<file path="src/rtl/clk_period_meter.sv">
// clk_period_meter: measures the half-period of a slow square wave
// in clk cycles, with lock and loss-of-signal reporting.
module clk_period_meter #(
    parameter int W   = 16,
    parameter int TOL = 1
) (
    input  logic         clk,
    input  logic         n_reset,
    input  logic         sig_in,
    output logic [W-1:0] half_period,
    output logic [W-1:0] n_est,
    output logic         valid,
    output logic         locked,
    output logic         timeout
);

    typedef enum logic [1:0] {
        IDLE,
        MEASURE,
        OVERFLOW
    } state_t;

    localparam logic [W-1:0] CMAX = '1;
    localparam logic [W-1:0] TOLW = W'(TOL);

    state_t         state;
    logic           s1;
    logic           s2;
    logic           s3;
    logic           sig_edge;
    logic [W-1:0]   cnt;
    logic [W-1:0]   diff;
    logic           in_tol;
    logic           have_prev;

    // Two-flop synchronizer plus one history flop for edge detection.
    always_ff @(posedge clk or negedge n_reset) begin
        if (!n_reset) begin
            s1 <= 1'b0;
            s2 <= 1'b0;
            s3 <= 1'b0;
        end else begin
            s1 <= sig_in;
            s2 <= s1;
            s3 <= s2;
        end
    end

    assign sig_edge = s2 ^ s3;

    // Cycles since the last edge; restarts at 1 and saturates at all-ones.
    always_ff @(posedge clk or negedge n_reset) begin
        if (!n_reset) begin
            cnt <= '0;
        end else if (sig_edge) begin
            cnt <= W'(1);
        end else if (cnt != CMAX) begin
            cnt <= cnt + W'(1);
        end
    end

    assign diff   = (cnt >= half_period) ? cnt - half_period
                                         : half_period - cnt;
    assign in_tol = (diff <= TOLW);

    assign n_est  = (half_period == '0) ? '0 : half_period - W'(1);

    // Measurement FSM: discards the first edge, captures later ones,
    // and flags loss of signal when the counter saturates.
    always_ff @(posedge clk or negedge n_reset) begin
        if (!n_reset) begin
            state       <= IDLE;
            half_period <= '0;
            valid       <= 1'b0;
            locked      <= 1'b0;
            timeout     <= 1'b0;
            have_prev   <= 1'b0;
        end else begin
            valid <= 1'b0;
            unique case (state)
                IDLE: begin
                    if (sig_edge) begin
                        state <= MEASURE;
                    end
                end
                MEASURE: begin
                    if (sig_edge) begin
                        half_period <= cnt;
                        valid       <= 1'b1;
                        locked      <= have_prev && in_tol;
                        have_prev   <= 1'b1;
                    end else if (cnt == CMAX) begin
                        state     <= OVERFLOW;
                        timeout   <= 1'b1;
                        locked    <= 1'b0;
                        have_prev <= 1'b0;
                    end
                end
                OVERFLOW: begin
                    if (sig_edge) begin
                        state   <= MEASURE;
                        timeout <= 1'b0;
                    end
                end
                default: begin
                    state <= IDLE;
                end
            endcase
        end
    end

endmodule

</file>
<file path="config.mk">
export PLATFORM = sky130hd
export DESIGN_NAME = clk_period_meter
export DESIGN_NICKNAME = d
export VERILOG_FILES = /design/src/rtl/clk_period_meter.sv
export SDC_FILE = /design/constraint.sdc
export NUM_CORES = 1
export LEC_CHECK = 0
export ABC_AREA = 1
export CAP_MARGIN = 0
export CELL_PAD_IN_SITES_DETAIL_PLACEMENT = 1
export CELL_PAD_IN_SITES_GLOBAL_PLACEMENT = 1
export CORE_ASPECT_RATIO = 1.25
export CORE_MARGIN = 3
export CORE_UTILIZATION = 41
export DETAILED_ROUTE_END_ITERATION = 8
export GPL_TIMING_DRIVEN = 0
export HOLD_SLACK_MARGIN = 0.1
export PLACE_DENSITY_LB_ADDON = 0.1
export SKIP_CTS_REPAIR_TIMING = 1
export SLEW_MARGIN = 40
export SYNTH_ARGS = -nofsm -noshare
export SYNTH_HDL_FRONTEND = slang
export SYNTH_SLANG_ARGS = --single-unit
</file>
<file path="constraint.sdc">
create_clock -name clk -period 3.24 [get_ports clk]
set_clock_uncertainty 0.15 [all_clocks]
set_input_delay 0.486 -clock clk [delete_from_list [all_inputs] [get_ports clk]]
set_output_delay 0.486 -clock clk [all_outputs]
set_load 0.02 [all_outputs]
</file>
==> impl_metrics.csv <==
group,metric,value,unit
status,outcome,"finished clean",
yosys,avgSynthCellArea,6.26,um^2
critical_path,startpoint_type,"flop",
sta,setup_ws,0.156,ns
critical_path,worstSetupStartpoint,"half_period[1]$_DFFE_PN0P_",
clock_network,cts_tree,"done",
yosys,synth_cell_types,35,
power,peakVddDrop,539,uV
route,vias,4435,
floorplanning,start_util,42.7,%
sta,drv_slew,0,
floorplanning,core,9760,um^2
global_route,grt_use_total,25.3,%
sta,slew_headroom,58.7,%
critical_path,critPathCapture,"n_est[12]",
finish,fin_nets,753,
place,finalWeightedCongestion,0.910,
yosys,synth-seq-cells,41,
critical_path,crit_path_end_kind,"primary output",
yosys,synth_edf_count,0,
yosys,synth_nets,704,
global_route,overflow,0,
worst_hold_path,hp-class,"flop to flop",
critical_path,r2r_cells,15,
sta,hold_viol_final,0,
finish,fill_cells,1340,
finish,ff_latch_area,1030,um^2
floorplanning,fp.dieW,96.2,um
floorplanning,rows,40,
yosys,synth_warnings,0,
floorplanning,io_pins,38,
worst_hold_path,holdPathStages,0,
route,drt-pass1-iter-count,4,
power,power_leakage,2.77,nW
place,pre_cts_ws,-0.332,ns
critical_path,timing.rr.end,"locked$_DFFE_PN0P_",
critical_path,worstPathRequired,2.60,ns
yosys,async_reset_ff_share,100,%
route,drc,0,
global_route,grt_max_degree,42,
sta,hold_slack,0.210,ns
yosys,ys_seq_area_share,24.6,%
place,portBuffers,37,
place,hpwl,11.4,mm
sta,setup_viol,0,
global_route,grt_pass1_vias,4695,
finish,syn2layout_area_growth,18.6,%
critical_path,critical_path_class,"flop to primary output",
sta,period_minus_slack,3.08,ns
clock_network,insertion_delay,0.29,ns
clock_network,htreeDepth,2,
floorplanning,dieArea,11400,um^2
finish,antennaDiodeCount,0,
route,wirelength,14.0,mm
route,vias_per_cell,5.27,
clock_network,cts_buffers,5,
finish,drive_above_1_share,8.10,%
route,wl_per_cell,16.6,um
clock_network,clock-sinks,41,
sta,tightest_slew,0.617,ns
clock_network,clockBufferDepth,2,
sta,rsz0062_at_grt,"false",
critical_path,r2r_slack,0.33,ns
critical_path,r2r_start,"cnt[0]$_DFFE_PN0P_",
run,drv_cap,0,
route,ant_nets,0,
yosys,ys.flop_type,"dfrtp_1",
power,powerDensity,456,nW/um^2
critical_path,worstPathArrival,2.45,ns
finish,multi_input_comb_area,2650,um^2
clock_network,cts_root_buf,"clkbuf_16",
sta,final.period_utilization,95.2,%
clock_network,clkTransAtPathRegs,0.06,ns
yosys,synthCells,666,
critical_path,path_max_fanout,5,
global_route,grt_first_pass_wirelength,22.7,mm
floorplanning,fp.dieH,119,um
sta,fmax,324,MHz
yosys,synth_area,4170,um^2
route,drt_iter0_markers,127,
global_route,antenna_found_initial,0,
## kinds of logic (layout without fill, tap and decap cells)
logic type,count (synthesis),in the layout,share of synthesized area (%)
AND/OR/NAND/NOR,364,364,38.8
buffers and inverters,131,181,12.3
AO/OA/AOI/OAI,80,80,10.2
flip-flops,41,41,24.6
adder cells (fa/ha/maj),35,35,10.9
XOR/XNOR,15,15,3.15
## state kept, by name, summed over array words and instances (netlist names)
signal,count
have_prev,1
s3,1
half_period,16
state,2
cnt,16
valid,1
timeout,1
s1,1
locked,1
s2,1
## final cells by class
class | instances | area share, %
plain buffers | 11 | 1.42
clock buffers | 6 | 2.61
clock inverters | 2 | 0.304
inverters | 120 | 9.11
multi-input cells | 494 | 53.6
flip-flops and latches | 41 | 20.7
well taps | 126 | 3.19
repair buffers | 42 | 9.01
## layout by cell type, fill, tap and decap left out, types with 3 or more instances in the layout
cell / instances
nand2_1: 209
inv_1: 113
nor2_1: 50
nand3_1: 47
dfrtp_1: 41
o21ai_0: 36
a21oi_1: 34
ha_1: 33
clkdlybuf4s50_1: 21
dlymetal6s2s_1: 15
xor2_1: 13
nor3_1: 12
nand4_1: 11
buf_4: 8
nand2_2: 8
inv_2: 6
clkbuf_1: 5
nor2_2: 5
clkbuf_16: 5
nand2_4: 4
nand3_2: 3
nor2_4: 3
nor3_2: 3
nor4_1: 3
a211oi_1: 3
## worst min path at each step
stage                 startpoint                     to  slack (ns)
CTS                      n_reset  have_prev$_DFFE_PN0P_        0.05
global route        s1$_DFF_PN0_           s2$_DFF_PN0_        0.23
floorplan                n_reset     cnt[0]$_DFFE_PN0P_        0.04
global placement    s1$_DFF_PN0_           s2$_DFF_PN0_        0.20
detailed placement  s1$_DFF_PN0_           s2$_DFF_PN0_        0.19
finish              s1$_DFF_PN0_           s2$_DFF_PN0_        0.21
## power by group
part	switching, W	total [W]	internal [W]
Sequential	0.0000230	0.000552	0.000529
Combinational	0.000767	0.00121	0.000439
Clock	0.000210	0.000496	0.000286
## through the flow
| stage | cell area [um^2] | utilization (%) | std cells | setup TNS, ns | power (W) |
|---|---|---|---|---|---|
| 3_3_place_gp | 4700 | 48.1 | 829 | -2.44 | 0.00169 |
| 4_1_cts | 4840 | 49.6 | 837 | -8.12 | 0.00223 |
| 5_1_grt | 4940 | 50.7 | 842 | 0 | 0.00242 |
| 6_report | 4940 | 50.7 | 842 | 0 | 0.00225 |
| 2_1_floorplan | 4170 | - | 666 | 0 | 0.00133 |
| 3_5_place_dp | 4690 | 48.1 | 829 | -3.06 | 0.00174 |
## routing by layer
layer	track usage, %	wire length [um]	vias to the layer above
li1	-	-	2182
met1	31.0	5810	2138
met2	44.4	7350	80
met3	2.55	319	35
met4	9.52	485	0
met5	0	0	-
## worst max-delay path, cell delays in order (launching register included)
cell             delay [ns]
dfrtp_1                0.44
inv_2                  0.15
ha_1                   0.22
nand3_2                0.18
nor2_4                 0.17
nand4_1                0.14
a21oi_1                0.22
clkdlybuf4s50_1        0.64
## cells in the mapped netlist (all sizes together), types with 4 or more instances
cell    number  area, um^2
buf          7        48.8
nand4       11        68.8
a21oi       36         188
clkbuf       4        15.0
dfrtp       41        1030
nand2      221         880
inv        119         447
xor2        13         114
nor2        58         245
ha          33         413
nor3        16        95.1
o21ai       36         180
nand3       50         260
nor4         4        40.0
No activity file was read; power rests on OpenSTA's default activity.
==> RTL change: new RTL, same flow settings <==
Put one more register stage on the output `half_period`. The value now appears one clock later. The other outputs are not delayed to match.
--- a/src/rtl/clk_period_meter.sv
+++ b/src/rtl/clk_period_meter.sv
@@ -22,6 +22,8 @@
 
     localparam logic [W-1:0] CMAX = '1;
     localparam logic [W-1:0] TOLW = W'(TOL);
+
+    logic [W-1:0] half_period_s0;
 
     state_t         state;
     logic           s1;
@@ -59,18 +61,18 @@
         end
     end
 
-    assign diff   = (cnt >= half_period) ? cnt - half_period
-                                         : half_period - cnt;
+    assign diff   = (cnt >= half_period_s0) ? cnt - half_period_s0
+                                         : half_period_s0 - cnt;
     assign in_tol = (diff <= TOLW);
 
-    assign n_est  = (half_period == '0) ? '0 : half_period - W'(1);
+    assign n_est  = (half_period_s0 == '0) ? '0 : half_period_s0 - W'(1);
 
     // Measurement FSM: discards the first edge, captures later ones,
     // and flags loss of signal when the counter saturates.
     always_ff @(posedge clk or negedge n_reset) begin
         if (!n_reset) begin
             state       <= IDLE;
-            half_period <= '0;
+            half_period_s0 <= '0;
             valid       <= 1'b0;
             locked      <= 1'b0;
             timeout     <= 1'b0;
@@ -85,7 +87,7 @@
                 end
                 MEASURE: begin
                     if (sig_edge) begin
-                        half_period <= cnt;
+                        half_period_s0 <= cnt;
                         valid       <= 1'b1;
                         locked      <= have_prev && in_tol;
                         have_prev   <= 1'b1;
@@ -109,5 +111,9 @@
         end
     end
 
+    always_ff @(posedge clk) begin
+        half_period <= half_period_s0;
+    end
+
 endmodule
 
Function: changed (Yosys sat finds a counterexample within 10 cycles, from zero or initial values and one cycle with n_reset low).
==> RTL change against the unedited design <==
- sequential cell count up 16
- design area up 8.3%
- global-route usage up 0.26 points
- wire length up 8.5%
- area after synthesis up 6.1%
- die area up 5.7%
- setup slack worse by 0.055 ns
- critical path type unchanged
Power is not compared: it rests on default switching activity, and its combinational part moved more than twofold at a synthesized area within 25%.
==> RTL change: results <==
run_status:
  status: "finished, final reports clean"
grt:
  grt_usage: 0.256
  grt_pass1_vias: 4983
  grt_pass1_wl_um: 24300
placement:
  routabilityCongestion: 0.852
  place_hpwl_um: 11800
  place_ws_ns: -0.262
clock_tree:
  path_clk_slew_ns: 0.05
  numCtsBuffers: 9
  insertion_delay_ns: 0.33
  htree_levels: 3
setup_path:
  path_max_fanout: 4
  slowest_stage: "dfrtp_1"
  cp_top_family: "simple AND/OR/NAND/NOR gates"
  cpPeakStageDelay_ns: 0.42
  arrival_ns: 2.50
route:
  viasPerCell: 5.32
  drtIter0Drc: 144
  wl_per_cell_um: 17.6
synthesis:
  synth_cell_types: 41
  async_flop_share: 0.719
  synthTopCellsByArea: "dfrtp_1 (23%), nand2_1 (18%), ha_1 (9.3%), inv_1 (8.9%), dfxtp_1 (7.2%)"
  yosysSeqAreaShare: 0.304
  yosysWarnings: 0
  yosys-top-cells-count: "nand2_1 (217), inv_1 (105), nor2_1 (63), nand3_1 (43), dfrtp_1 (41)"
  synth_fp_nets: 714
layout:
  reg_top3: "cnt: 16 flops, half_period: 16 flops, half_period_s0: 16 flops"
  layout-drive-gt1-share: 0.0778
  fin_nets: 766
power:
  leakage_nw: 3.04
  irDropWorstVdd_mv: 0.454
sta:
  max-slew-margin-rel: 0.521
==> RTL change: kinds of logic (layout without fill, tap and decap cells) <==
group	Yosys count	after routing	share of synthesized area
flops	57	57	0.304
simple gates	370	370	0.361
xor+xnor	13	13	0.0258
buf+inv	120	177	0.106
fa+ha+maj	35	35	0.102
compound gates	81	81	0.0996
==> RTL change: per-layer routing <==
| layer | vias to the layer above | wire length [um] | GRT usage |
|---|---|---|---|
| met4 | 0 | 544 | 0.124 |
| met2 | 82 | 7990 | 0.461 |
| met1 | 2246 | 6190 | 0.295 |
| met5 | - | 0 | 0 |
| li1 | 2225 | - | - |
| met3 | 37 | 426 | 0.0349 |
==> RTL change: final timing paths <==
path / depth (start not counted) / to / startpoint / slack [ns]
max: 8 / n_est[15] / half_period_s0[0]$_DFFE_PN0P_ / 0.10
min: 0 / s2$_DFF_PN0_ / s1$_DFF_PN0_ / 0.20
max reg2reg: 19 / locked$_DFFE_PN0P_ / half_period_s0[0]$_DFFE_PN0P_ / 0.34
min reg2reg: 0 / s2$_DFF_PN0_ / s1$_DFF_PN0_ / 0.20
max in group asynchronous: 2 / cnt[2]$_DFFE_PN0P_ / n_reset / 2.02
min in group asynchronous: 2 / valid$_DFF_PN0_ / n_reset / 0.54
==> RTL change: per-stage QoR <==
step / hold WS [ns] / cells / instance area, um2 / total power [W]
3_3_place_gp: 0.184 / 842 / 4950 / 0.00342
5_1_grt: 0.213 / 862 / 5360 / 0.00498
4_1_cts: 0.00655 / 858 / 5250 / 0.00454
6_report: 0.198 / 862 / 5360 / 0.00459
3_5_place_dp: 0.191 / 842 / 4950 / 0.00356
2_1_floorplan: 0.0404 / 676 / 4420 / 0.00262
==> RTL change: cell type report <==
class,instances,area [um2]
Clock inverter,3,40.0
Multi-Input combinational cell,499,2640
Tap cell,129,161
Fill cell,1401,4950
Clock buffer,13,260
Buffer,9,56.3
Timing Repair Buffer,41,440
Sequential cell,57,1350
Inverter,111,417
==> RTL change: worst reg2reg max path, stage by stage, from the launching register on <==
cell	delay (ns)
dfrtp_1	0.42
inv_1	0.17
ha_1	0.17
inv_1	0.08
fa_1	0.43
nand3_1	0.12
nand3_1	0.13
nand2_1	0.12
nand2_1	0.09
nand2_1	0.08
nand2_1	0.06
nor2_1	0.09
nand2_1	0.06
nor2_1	0.08
nand2_1	0.10
nand2_1	0.08
nand2_1	0.06
nor2_1	0.09
nand2_1	0.16
nand2_1	0.10
==> RTL change: power breakdown <==
part	internal, W	switching, W
sequential	0.000767	0.0000724
clock	0.000634	0.000322
combinational	0.000984	0.00181
total	0.00239	0.00220
